[config.mk]
export PLATFORM = sky130hd
export DESIGN_NAME = mem_traffic_initiator
export DESIGN_NICKNAME = d
export VERILOG_FILES = /design/src/rtl/mem_traffic_pkg.sv /design/src/rtl/mti_tag_fifo.sv /design/src/rtl/mem_traffic_initiator.sv
export SDC_FILE = /design/constraint.sdc
export NUM_CORES = 1
export LEC_CHECK = 0
export ABC_AREA = 1
export CAP_MARGIN = 20
export CORE_MARGIN = 3
export CORE_UTILIZATION = 40
export DETAILED_ROUTE_END_ITERATION = 16
export PLACE_DENSITY_LB_ADDON = 0.12
export SYNTH_ARGS = -nofsm -noshare
export SYNTH_HDL_FRONTEND = slang
export SYNTH_SLANG_ARGS = --single-unit
[constraint.sdc]
create_clock -name clk -period 4.8 [get_ports clk]
set_input_delay 0.96 -clock clk [delete_from_list [all_inputs] [get_ports clk]]
set_output_delay 0.96 -clock clk [all_outputs]
set_load 0.01 [all_outputs]
[src/rtl/mem_traffic_pkg.sv]
// Shared types and constants for the memory traffic initiator.
package mem_traffic_pkg;

  typedef enum logic [2:0] {
    IDLE,
    ISSUE,
    GAP,
    DRAIN,
    DONE
  } state_t;

  localparam int TAG_TS_W = 16;

  typedef struct packed {
    logic [TAG_TS_W-1:0] ts;
    logic [15:0]         size;
  } tag_t;

  localparam logic [31:0] TOTAL_LAT_MAX = 32'hFFFF_FFFF;

endpackage

[src/rtl/mti_tag_fifo.sv]
// In-order tag FIFO holding {timestamp, size} of outstanding requests.
module mti_tag_fifo #(
  parameter int DEPTH = 4,
  parameter int DW = 32
) (
  input  logic                   clk,
  input  logic                   reset_n,
  input  logic                   push,
  input  logic [DW-1:0]          wdata,
  input  logic                   pop,
  output logic [DW-1:0]          rdata,
  output logic                   full,
  output logic                   empty,
  output logic [$clog2(DEPTH):0] count
);

  localparam int AW = $clog2(DEPTH);
  localparam int CW = AW + 1;

  logic [DW-1:0] mem [DEPTH];
  logic [AW-1:0] wr_ptr;
  logic [AW-1:0] rd_ptr;
  logic          do_push;
  logic          do_pop;

  assign full    = count == CW'(DEPTH);
  assign empty   = count == '0;
  // A full FIFO still accepts a push when a pop frees the slot.
  assign do_push = push && (!full || pop);
  assign do_pop  = pop && !empty;
  assign rdata   = mem[rd_ptr];

  always_ff @(posedge clk) begin
    if (do_push) mem[wr_ptr] <= wdata;
  end

  always_ff @(posedge clk or negedge reset_n) begin
    if (!reset_n) begin
      wr_ptr <= '0;
      rd_ptr <= '0;
      count  <= '0;
    end else begin
      if (do_push) wr_ptr <= wr_ptr + AW'(1);
      if (do_pop)  rd_ptr <= rd_ptr + AW'(1);
      count <= count + CW'(do_push) - CW'(do_pop);
    end
  end

endmodule

[src/rtl/mem_traffic_initiator.sv]
// Programmed request generator with in-order response matching
// and latency statistics.
import mem_traffic_pkg::*;

module mem_traffic_initiator #(
  parameter int MAX_OUTSTANDING = 4,
  parameter int TS_W = 16
) (
  input  logic            clk,
  input  logic            reset_n,
  input  logic            start,
  input  logic [15:0]     cfg_num_reqs,
  input  logic [7:0]      cfg_dram_every,
  input  logic [15:0]     cfg_size_bytes,
  input  logic [7:0]      cfg_gap_cycles,
  output logic            req_valid,
  output logic            req_is_dram,
  output logic [15:0]     req_size_bytes,
  input  logic            req_ready,
  input  logic            resp_valid,
  input  logic [15:0]     resp_size_bytes,
  output logic            busy,
  output logic            done,
  output logic [15:0]     issued_cnt,
  output logic [15:0]     resp_cnt,
  output logic [31:0]     total_latency,
  output logic [TS_W-1:0] max_latency,
  output logic            err_unexpected_resp,
  output logic            err_size_mismatch
);

  localparam int CW = $clog2(MAX_OUTSTANDING) + 1;
  localparam int DW = TS_W + 16;

  state_t            state;
  logic [15:0]       num_q;
  logic [7:0]        every_q;
  logic [7:0]        gap_q;
  logic [7:0]        dcnt;
  logic [7:0]        dcnt_nx;
  logic [7:0]        gap_cnt;
  logic [TS_W-1:0]   ts;
  logic              push;
  logic              pop;
  logic [DW-1:0]     rdata;
  logic [TS_W-1:0]   r_ts;
  logic [15:0]       r_size;
  logic              full;
  logic              empty;
  logic [CW-1:0]     count;
  logic [CW-1:0]     occ_next;
  logic              room;
  logic [15:0]       resp_next;
  logic [TS_W-1:0]   lat;
  logic [32:0]       sum;

  assign push      = req_valid && req_ready && (!full || pop);
  assign pop       = resp_valid && !empty;
  assign {r_ts, r_size} = rdata;
  assign occ_next  = count + CW'(push) - CW'(pop);
  assign room      = occ_next < CW'(MAX_OUTSTANDING);
  assign resp_next = resp_cnt + 16'(pop);
  assign lat       = ts - r_ts;
  assign sum       = {1'b0, total_latency} + 33'(lat);
  // DRAM selection reloads instead of dividing by cfg_dram_every.
  assign dcnt_nx   = (dcnt == 8'd1) ? every_q : dcnt - 8'd1;

  mti_tag_fifo #(
    .DEPTH (MAX_OUTSTANDING),
    .DW    (DW)
  ) u_fifo (
    .clk     (clk),
    .reset_n (reset_n),
    .push    (push),
    .wdata   ({ts, req_size_bytes}),
    .pop     (pop),
    .rdata   (rdata),
    .full    (full),
    .empty   (empty),
    .count   (count)
  );

  always_ff @(posedge clk or negedge reset_n) begin
    if (!reset_n) begin
      state               <= IDLE;
      num_q               <= '0;
      every_q             <= '0;
      gap_q               <= '0;
      dcnt                <= '0;
      gap_cnt             <= '0;
      ts                  <= '0;
      req_valid           <= 1'b0;
      req_is_dram         <= 1'b0;
      req_size_bytes      <= '0;
      busy                <= 1'b0;
      done                <= 1'b0;
      issued_cnt          <= '0;
      resp_cnt            <= '0;
      total_latency       <= '0;
      max_latency         <= '0;
      err_unexpected_resp <= 1'b0;
      err_size_mismatch   <= 1'b0;
    end else begin
      ts <= ts + TS_W'(1);
      if (pop) begin
        resp_cnt      <= resp_next;
        total_latency <= sum[32] ? TOTAL_LAT_MAX : sum[31:0];
        if (lat > max_latency) max_latency <= lat;
        if (r_size != resp_size_bytes) err_size_mismatch <= 1'b1;
      end
      if (resp_valid && empty) err_unexpected_resp <= 1'b1;
      unique case (state)
        IDLE, DONE: begin
          if (start) begin
            num_q               <= cfg_num_reqs;
            every_q             <= cfg_dram_every;
            gap_q               <= cfg_gap_cycles;
            dcnt                <= cfg_dram_every;
            req_size_bytes      <= cfg_size_bytes;
            req_is_dram         <= cfg_dram_every == 8'd1;
            issued_cnt          <= '0;
            resp_cnt            <= '0;
            total_latency       <= '0;
            max_latency         <= '0;
            err_unexpected_resp <= 1'b0;
            err_size_mismatch   <= 1'b0;
            if (cfg_num_reqs == 16'd0) begin
              state <= DONE;
              busy  <= 1'b0;
              done  <= 1'b1;
            end else begin
              state     <= ISSUE;
              busy      <= 1'b1;
              done      <= 1'b0;
              req_valid <= 1'b1;
            end
          end
        end
        ISSUE: begin
          if (push) begin
            issued_cnt  <= issued_cnt + 16'd1;
            dcnt        <= dcnt_nx;
            req_is_dram <= (every_q != 8'd0) && (dcnt_nx == 8'd1);
            if (issued_cnt + 16'd1 == num_q) begin
              state     <= DRAIN;
              req_valid <= 1'b0;
            end else if (gap_q != 8'd0) begin
              state     <= GAP;
              gap_cnt   <= gap_q;
              req_valid <= 1'b0;
            end else begin
              req_valid <= room;
            end
          end else begin
            req_valid <= room;
          end
        end
        GAP: begin
          if (gap_cnt == 8'd1) begin
            state     <= ISSUE;
            req_valid <= room;
          end else begin
            gap_cnt <= gap_cnt - 8'd1;
          end
        end
        DRAIN: begin
          if (occ_next == '0 && resp_next == num_q) begin
            state <= DONE;
            busy  <= 1'b0;
            done  <= 1'b1;
          end
        end
        default: state <= IDLE;
      endcase
    end
  end

endmodule

-- Word-level counts from Yosys, hierarchy flattened
Memories as Yosys holds them, arrays and structs flattened.
Index checks and enable logic that the tools add are counted.
- flip-flop bits (word level): 176
- memory bits (writable): 128
- input port bits: 69
- output and inout bits: 102
- memories: 1
- add/subtract/negate cells: 13
- order comparisons: 2
- eq/ne operators: 21
- muxes and demuxes: 58
- reductions and logical operators: 28
- memory list (name ; words ; bits a word ; read ports ; clocked after memory_dff ; write ports ; RTL line ; RTL):
    u_fifo.mem ; 4 ; 32 ; 1 ; 0 ; 1 ; mti_tag_fifo.sv:20 ; logic [DW-1:0] mem [DEPTH];
- operators by type and width (cell ; count):
    16-bit 2-to-1 mux ; 9
    32-bit 2-to-1 mux ; 4
    8-bit 2-to-1 mux ; 7
    32-bit by 16-bit adder with 33-bit output ; 1
    16-bit by 1-bit adder with 16-bit output (second input constant) ; 2
    16-bit equality test ; 2
    8-bit by 1-bit equality test with 1-bit output (second input constant) ; 4
    16-bit case mux with 2 select lines ; 1
    8-bit case mux with 2 select lines ; 2
    1-bit 2-to-1 mux ; 23
    3-bit 2-to-1 mux ; 7
    16-bit by 1-bit adder with 16-bit output ; 1
    16-bit greater-than comparator ; 1
    16-bit logical NOT ; 1
    16-bit != test ; 1
    2-bit != test (second input constant) ; 8
    8-bit nonzero test ; 2
    16-bit subtractor ; 1
    8-bit by 1-bit subtractor with 8-bit output (second input constant) ; 2
    3-bit case mux with 4 select lines ; 1
    5-bit AND reduction ; 2
    3-bit logical NOT ; 3
    1-bit logical AND ; 8
    3-bit by 1-bit adder with 3-bit output ; 2
    other kinds (17) ; 27

-- Logic depth before layout (Yosys ltp)
Gate-level depths: netlist of run 1.
- word-level depth: 12
- depth in mapped cells: 32
- mapped depth without buffers: 28

-- By module
Synthesis of run 1 repeated with hierarchy kept, for this count alone.
- cells, all modules: 1874
- area, all modules: 16270.6 um2
- by module, submodules not included (module ; times used ; cells an instance ; area each (um2) ; seq. area each (um2)):
    mem_traffic_initiator ; 1 ; 1475 ; 10961.8 ; 4229.1
    mti_tag_fifo ; 1 ; 399 ; 5308.8 ; 4018.9

-- Worst setup path after synthesis of run 1
OpenSTA, ideal clock, no wires.
- kind: flip-flop to flip-flop
- from: register u_fifo.rd_ptr[1]
- to: register total_latency[25]
- setup time: 0.114 ns
- arrival time: 4.721 ns
- data required time: 4.686 ns
- path slack: -0.035 ns
- stages on the path, launching flop included: 32
- clock period less this slack: 4.835 ns
- cells stage by stage: dfrtp_1 -> clkbuf_1 -> inv_1 -> clkbuf_1 -> clkbuf_1 -> buf_1 -> o21ai_0 -> o22ai_1 -> ha_1 -> inv_1 -> fa_1 -> nand3_1 -> nand2_1 -> a21oi_1 -> o21ai_0 -> a21boi_0 -> o211ai_1 -> nand2_1 -> inv_1 -> ha_1 -> nand2_1 -> nor2_1 -> nand4_1 -> o21ai_0 -> a21o_1 -> nand2_1 -> inv_1 -> nand2_1 -> nand2_1 -> nand3_1 -> nand2_1 -> inv_1
- cells in the longest elaborated chain, start to end: 7
- RTL lines (what ; RTL line ; RTL):
    start, declared ; mti_tag_fifo.sv:22 ; logic [AW-1:0] rd_ptr;
    start signal, assigned ; mti_tag_fifo.sv:44 ; if (do_pop) rd_ptr <= rd_ptr + AW'(1);
    memory 4 x 32 bit (*) ; n/a ;
    16-bit subtractor (*) ; mem_traffic_initiator.sv:63 ; assign lat = ts - r_ts;
    32-bit by 16-bit adder with 33-bit output (*) ; mem_traffic_initiator.sv:64 ; assign sum = {1'b0, total_latency} + 33'(lat);
    32-bit 2-to-1 mux (*) ; mem_traffic_initiator.sv:107 ; total_latency <= sum[32] ? TOTAL_LAT_MAX : sum[31:0];
    32-bit 2-to-1 mux (*) ; mem_traffic_initiator.sv:105 ; if (pop) begin
    32-bit 2-to-1 mux ; mem_traffic_initiator.sv:114 ; if (start) begin
    32-bit 2-to-1 mux (*) ; mem_traffic_initiator.sv:112 ; unique case (state)
    end signal, assigned ; mem_traffic_initiator.sv:107 ;
    end, declared ; mem_traffic_initiator.sv:26 ; output logic [31:0] total_latency,
Mark *: on every way between the ends. The rest lies on a longest branch, timed or not.
A chain may end at the register's enable or synchronous reset.

-- Worst setup path after layout of run 1
- from: register u_fifo.rd_ptr[1]
- to: register total_latency[21]
Same word-level chain as after synthesis.

==> results of run 1 <==
==> state kept, by name, summed over array words and instances, names as in the netlist, 2 cells and up <==
| register | count |
|---|---|
| u_fifo.count | 3 |
| u_fifo.mem | 128 |
| gap_cnt | 8 |
| every_q | 8 |
| dcnt | 8 |
| num_q | 16 |
| state | 3 |
| u_fifo.rd_ptr | 2 |
| u_fifo.wr_ptr | 2 |
| issued_cnt | 16 |
| total_latency | 32 |
| max_latency | 16 |
| gap_q | 8 |
| resp_cnt | 16 |
| ts | 16 |
| req_size_bytes | 16 |
==> stage by stage <==
stage                     setup WS, ps  power [W]  instances  hold WS [ps]
after floorplan                   72.0    0.00883       1904           459
after global placement             441     0.0113       2574           487
after detailed placement           328     0.0114       2574           482
after CTS                          308     0.0142       2642           434
after global routing              3.84     0.0153       2642           440
final                              438     0.0141       2642           409
==> area by class of cell <==
type                       instances  area, um^2  share of cell area (%)
clock buffer                      48        1040                    5.18
sequential                       304        8250                    41.2
multi-input combinational       1327        7100                    35.5
timing repair buffer             203        1980                    9.90
clock inverter                    20         190                   0.950
tap                              525         657                    3.28
inverter                         215         807                    4.03
==> cell families (layout without fill, tap and decap cells) <==
group	Yosys count	in the layout	synth area share, %
buffers and inverters	273	486	6.40
and+or+nand+nor	861	861	22.6
AOI/OAI and AO/OA	336	336	11.9
adders and majority gates	68	68	5.39
DFF	304	304	50.4
xor gates and xnor gates	62	62	3.32
==> worst max-delay path, stage by stage (launching register included) <==
cell and delay, ps:
dfrtp_1 390, inv_1 170, buf_4 200, a21oi_1 50
a32o_1 240, fa_1 440, nand3_1 90, nand2_1 90
a21oi_1 270, o21ai_1 150, a21boi_1 250, o211ai_1 120
nand2_1 80, inv_1 70, ha_1 360, nand2_1 110
nor2_1 150, nand4_1 80, o21ai_0 250, a21o_1 150
nand2_1 70, inv_1 140, nand2_1 70, nand2_1 60
nand3_1 60, nand2_1 60, inv_1 50
==> synth_stat cells (all sizes together) <==
library cell	number	area (um^2)
nand2	476	1800
nand3	141	728
ha	64	801
a21boi	1	7.51
and3	2	12.5
xnor2	18	158
nor2	163	666
a32o	15	150
a21oi	100	500
buf	14	73.8
nor4b	1	8.76
o22ai	24	150
dfrtp	176	4400
inv	214	803
o21bai	4	30.0
nand3b	3	22.5
o22a	3	26.3
nor3	20	100
o221ai	17	149
or2	3	18.8
a211oi	1	7.51
a21o	7	52.6
edfxtp	128	3840
xor2	44	385
o211ai	4	30.0
and2	3	18.8
a41oi	1	8.76
nand4	36	225
nor4	10	62.6
a31oi	7	43.8
o31ai	3	22.5
o21a	1	7.51
nor3b	3	22.5
clkinv	1	3.75
fa	4	80.1
o21ai	148	756
clkbuf	44	166
==> routing by layer <==
layer  vias up  share of wire, %  track usage (%)
li1       6798                 -                -
met1      6384                44             27.2
met2       318                48             35.1
met3        71               5.0             3.20
met4         0               2.8             5.93
met5         -                 0                0
==> power groups by stage <==
stage	Sequential [W]	Combinational, W	Clock (W)
after floorplan	0.00413	0.00469	0
after global placement	0.00423	0.00708	0
after detailed placement	0.00423	0.00714	0
after CTS	0.00419	0.00718	0.00285
after global routing	0.00429	0.00810	0.00296
final	0.00419	0.00716	0.00277
==> worst paths after layout <==
check | to | slack [ps] | from
worst max register to register | total_latency[21] | 440 | u_fifo.rd_ptr[1]
max in group asynchronous | u_fifo.rd_ptr[0] | 3320 | reset_n
worst max-delay path | total_latency[21] | 440 | u_fifo.rd_ptr[1]
min in group clk | every_q[5] | 500 | every_q[5]
worst min-delay path | issued_cnt[4] | 410 | reset_n
worst min register to register | every_q[5] | 500 | every_q[5]
==> results.toml, run 1 <==
[grt]
grt_pass1_vias = 13500
antenna_found_initial = 0
grt_usage_pct = 20.5
grt_first_pass_wirelength_um = 72300
grt_start_max_net_pins = 72
grt_overflow = 0

[clock_network]
cts_root_buf = "clkbuf_16"
numCtsBuffers = 37
ctsResizeCount = 0
cts_tree = "built"
insertion_delay_ps = 530
cts_max_level = 2
ctsHoldBuffers = 0
cts_setup_buffers = 0
max-clock-path-buffers = 3
clock_sink_count = 304
clkTransAtPathRegs_ps = 60

[sta]
finalSetupViolCount = 0
finClkSkew_ps = 21.4
relSlewSlack_pct = 47.9
finalCritPeriodShare_pct = 90.9
rsz0062_at_grt = "false"
post-route-min-period_ps = 4360
slew_viol_final = 0
hold_viol = 0
setup_tns_ps = 0
worst_pin_slew_ps = 780
max_freq_ghz = 0.229

[finish]
finalNetCount = 2225
final_common_cell = "nand2_1"
fin_area_mm2 = 0.0200
areaGrowthSynthToFinish_pct = 22.5
diodes = 0
fillers = 3820
utilization_pct = 49.9
drive_gt1_share_pct = 6.14
layout_common_cells = "468 x nand2_1, 211 x inv_1, 175 x dfrtp_1"

[floorplan]
row_count = 73
initial_core_util_pct = 40.8
io_pins = 171
core_mm2 = 0.0401
dieArea_mm2 = 0.0433
fp.dieW_um = 208
die_y_um = 208

[critical_path]
reg2reg_depth = 26
arrival_ps = 4770
critPathKind = "reg2reg"
crit_path_end_kind = "register"
worstPathRequired_ps = 5210
critical_path.max_fanout = 10
critPathLaunchType = "register"

[power]
vdd_drop_max_uv = 304
power.switching_w = 0.00609
seq_power_share_pct = 29.7
swShare_pct = 43.1
static-leakage-power_nw = 8.85
p_comb_share_pct = 50.7
internal_power_w = 0.00803
power.density_mw_per_mm2 = 705
clock_power_share_pct = 19.6

[logic_synthesis]
synth-seq-area-share_pct = 50.4
syn_area_mm2 = 0.0164
synth_cell_type_count = 49
ys_ff_latch = 304
syn_nets = 2041
synthCells = 1904
postSynthAreaPerCell_um2 = 8.59
synth_warnings = 0

[routing]
dr_total_vias = 13600
drt-initial-drc-count = 721
post-route-drc-count = 0
wire_per_inst_um = 17.1
avgViaCountPerCell = 5.14
wirelength_um = 45100
first_pass_iters = 6
drtAntennaViolNets = 0

[placement]
hpwl_um = 32800
numPortBuffers = 170
gp_congestion = 0.935
place_area_mm2 = 0.0188

[flow_run]
cap_violations = 0

[outcome]
outcome = "complete, no violations"

[worst_hold_path]
min_path_type = "in2async"
Power figures use the tool's default switching activity.
==> run 2: changes to the inputs <==
Settings changed: CORE_UTILIZATION 40 to 45.
==> results.toml, run 2 (same netlist as run 1, synthesis figures left out) <==
[outcome]
outcome = "complete, no violations"

[routing]
first_pass_iters = 6
drtAntennaViolNets = 0
avgViaCountPerCell = 5.36
wirelength_um = 43800
dr_total_vias = 13700
wire_per_inst_um = 17.1
post-route-drc-count = 0
drt-initial-drc-count = 799

[grt]
grt_start_max_net_pins = 91
grt_usage_pct = 22.4
antenna_found_initial = 0
grt_pass1_vias = 13500
grt_overflow = 0
grt_first_pass_wirelength_um = 70100

[sta]
hold_viol = 0
finalSetupViolCount = 0
relSlewSlack_pct = 30.0
rsz0062_at_grt = "false"
worst_pin_slew_ps = 1050
post-route-min-period_ps = 4430
finClkSkew_ps = 20.9
setup_tns_ps = 0
max_freq_ghz = 0.226
finalCritPeriodShare_pct = 92.3
slew_viol_final = 0

[finish]
largest_reg_flops = 128
areaGrowthSynthToFinish_pct = 20.7
drive_gt1_share_pct = 5.34
finalNetCount = 2216
top_register = "u_fifo.mem"
diodes = 0
reg_top3 = "u_fifo.mem (128), total_latency (32)"
final_common_cell = "nand2_1"
final_cells = 2560
layout_common_cells = "469 x nand2_1, 211 x inv_1, 175 x dfrtp_1"
fillers = 3239

[critical_path]
path_cells = "buf_4, nand2_1, a32o_1, ha_1, a21oi_1, nand2_1, a21oi_1, o21ai_0, buf_4, nand3_1, nand2_1, xor2_1, ha_1, a21o_1, nand3_1, nand2_1, a21oi_1, nand2_1, nand2_1, nand2_1, o221ai_1, inv_1"
arrival_ps = 4830
r2r_slack_ps = 370
critical_path.max_fanout = 11
critPathBufInv = 3
crit_path_end_kind = "register"
crit_path_top_delay_cell = "dfrtp_2"
worstPathRequired_ps = 5200
slowest_delay_ps = 430
critPathKind = "reg2reg"
worstReg2RegStart = "u_fifo.rd_ptr[0]"
critPathTopFamily = "compound AO/OA/AOI/OAI gates"
crit_top_cell = "nand2_1"
cp-startpoint = "u_fifo.rd_ptr[0]"
critPathLaunchType = "register"

[power]
vdd_drop_max_uv = 359
static-leakage-power_nw = 8.75
power.density_mw_per_mm2 = 700

[clock_network]
cts_root_buf = "clkbuf_16"
cts_tree = "built"
clock_sink_count = 304
cts_setup_buffers = 0
max-clock-path-buffers = 3
insertion_delay_ps = 540
numCtsBuffers = 35
clkTransAtPathRegs_ps = 60
cts_max_level = 2

[placement]
dp.cells = 2503
hpwl_um = 31100
gp_congestion = 0.918
numPortBuffers = 170

[floorplan]
row_count = 69
dieArea_mm2 = 0.0387
initial_core_util_pct = 45.9
fp.dieW_um = 197
core_mm2 = 0.0357
die_y_um = 197
io_pins = 171

[flow_run]
cap_violations = 0

[worst_hold_path]
min_path_type = "reg2reg"
min_from = "every_q[5]"
run 2: cell count changes in the layout (fill, tap and decap cells not counted), moves of 3 or more:
cell	delta
buf_4	-7
clkinv_2	-4
nor2_2	+4
nor2_4	-4
clkinv_1	-3
run 2: what timing repair did:
item	in CTS	in global routing
setup endpoints to repair	0	24
hold buffers	0	0
resized for setup	0	7
hold endpoints to repair	0	0
run 2: layout make-up:
cell class / count / area (um^2) / area share, %
Sequential cell: 304 / 8250 / 41.8
Clock buffer: 49 / 1010 / 5.11
Multi-Input combinational cell: 1327 / 7080 / 35.9
Clock inverter: 8 / 100 / 0.507
Timing Repair Buffer: 196 / 1910 / 9.69
Tap cell: 461 / 577 / 2.92
Inverter: 215 / 811 / 4.11
run 2: path summary, 6_finish.rpt:
check,cells after the start,endpoint
setup / recovery,22,total_latency[4]
hold / removal,2,every_q[5]
setup reg to reg,22,total_latency[4]
hold reg to reg,2,every_q[5]
max in group asynchronous,2,gap_cnt[6]
min in group asynchronous,1,issued_cnt[5]
run 2: per-stage QoR:
| step | hold slack (ps) | utilization [%] | setup WS [ps] | cell area [um^2] | total power, W |
|---|---|---|---|---|---|
| finish | 500 | 55.3 | 371 | 19700 | 0.0138 |
| global route | 532 | 55.3 | 12.4 | 19700 | 0.0150 |
| CTS | 501 | 55.3 | 217 | 19700 | 0.0139 |
| detailed placement | 486 | 52.2 | 234 | 18600 | 0.0112 |
| global placement | 487 | 52.2 | 361 | 18600 | 0.0111 |
| floorplan | 459 | - | 72.0 | 16400 | 0.00883 |
run 2: metal layers:
metal / vias up / global-route usage [%] / wire, um
met4: 0 / 6.92 / 1280
li1: 6769 / - / -
met1: 6540 / 29.9 / 19400
met2: 347 / 38.5 / 21000
met3: 74 / 2.99 / 2090
met5: - / 0 / 0
run 2: where the power goes:
group | internal, W | leakage, nW | switching [W] | total (W)
registers | 0.00354 | 3.39 | 0.000663 | 0.00420
clock network | 0.00153 | 0.544 | 0.00109 | 0.00261
logic | 0.00277 | 4.82 | 0.00423 | 0.00700
run 2: worst register-to-register path, cell delays in order (launching register included):
cell      delay (ps)
dfrtp_2          430
buf_4            190
nand2_1           70
a32o_1           260
ha_1             330
a21oi_1          140
nand2_1           90
a21oi_1          210
o21ai_0          100
buf_4            150
nand3_1           60
nand2_1           70
xor2_1           400
ha_1             380
a21o_1           200
nand3_1           80
nand2_1           80
a21oi_1          130
nand2_1          170
nand2_1          160
nand2_1          270
o221ai_1         280
inv_1             60
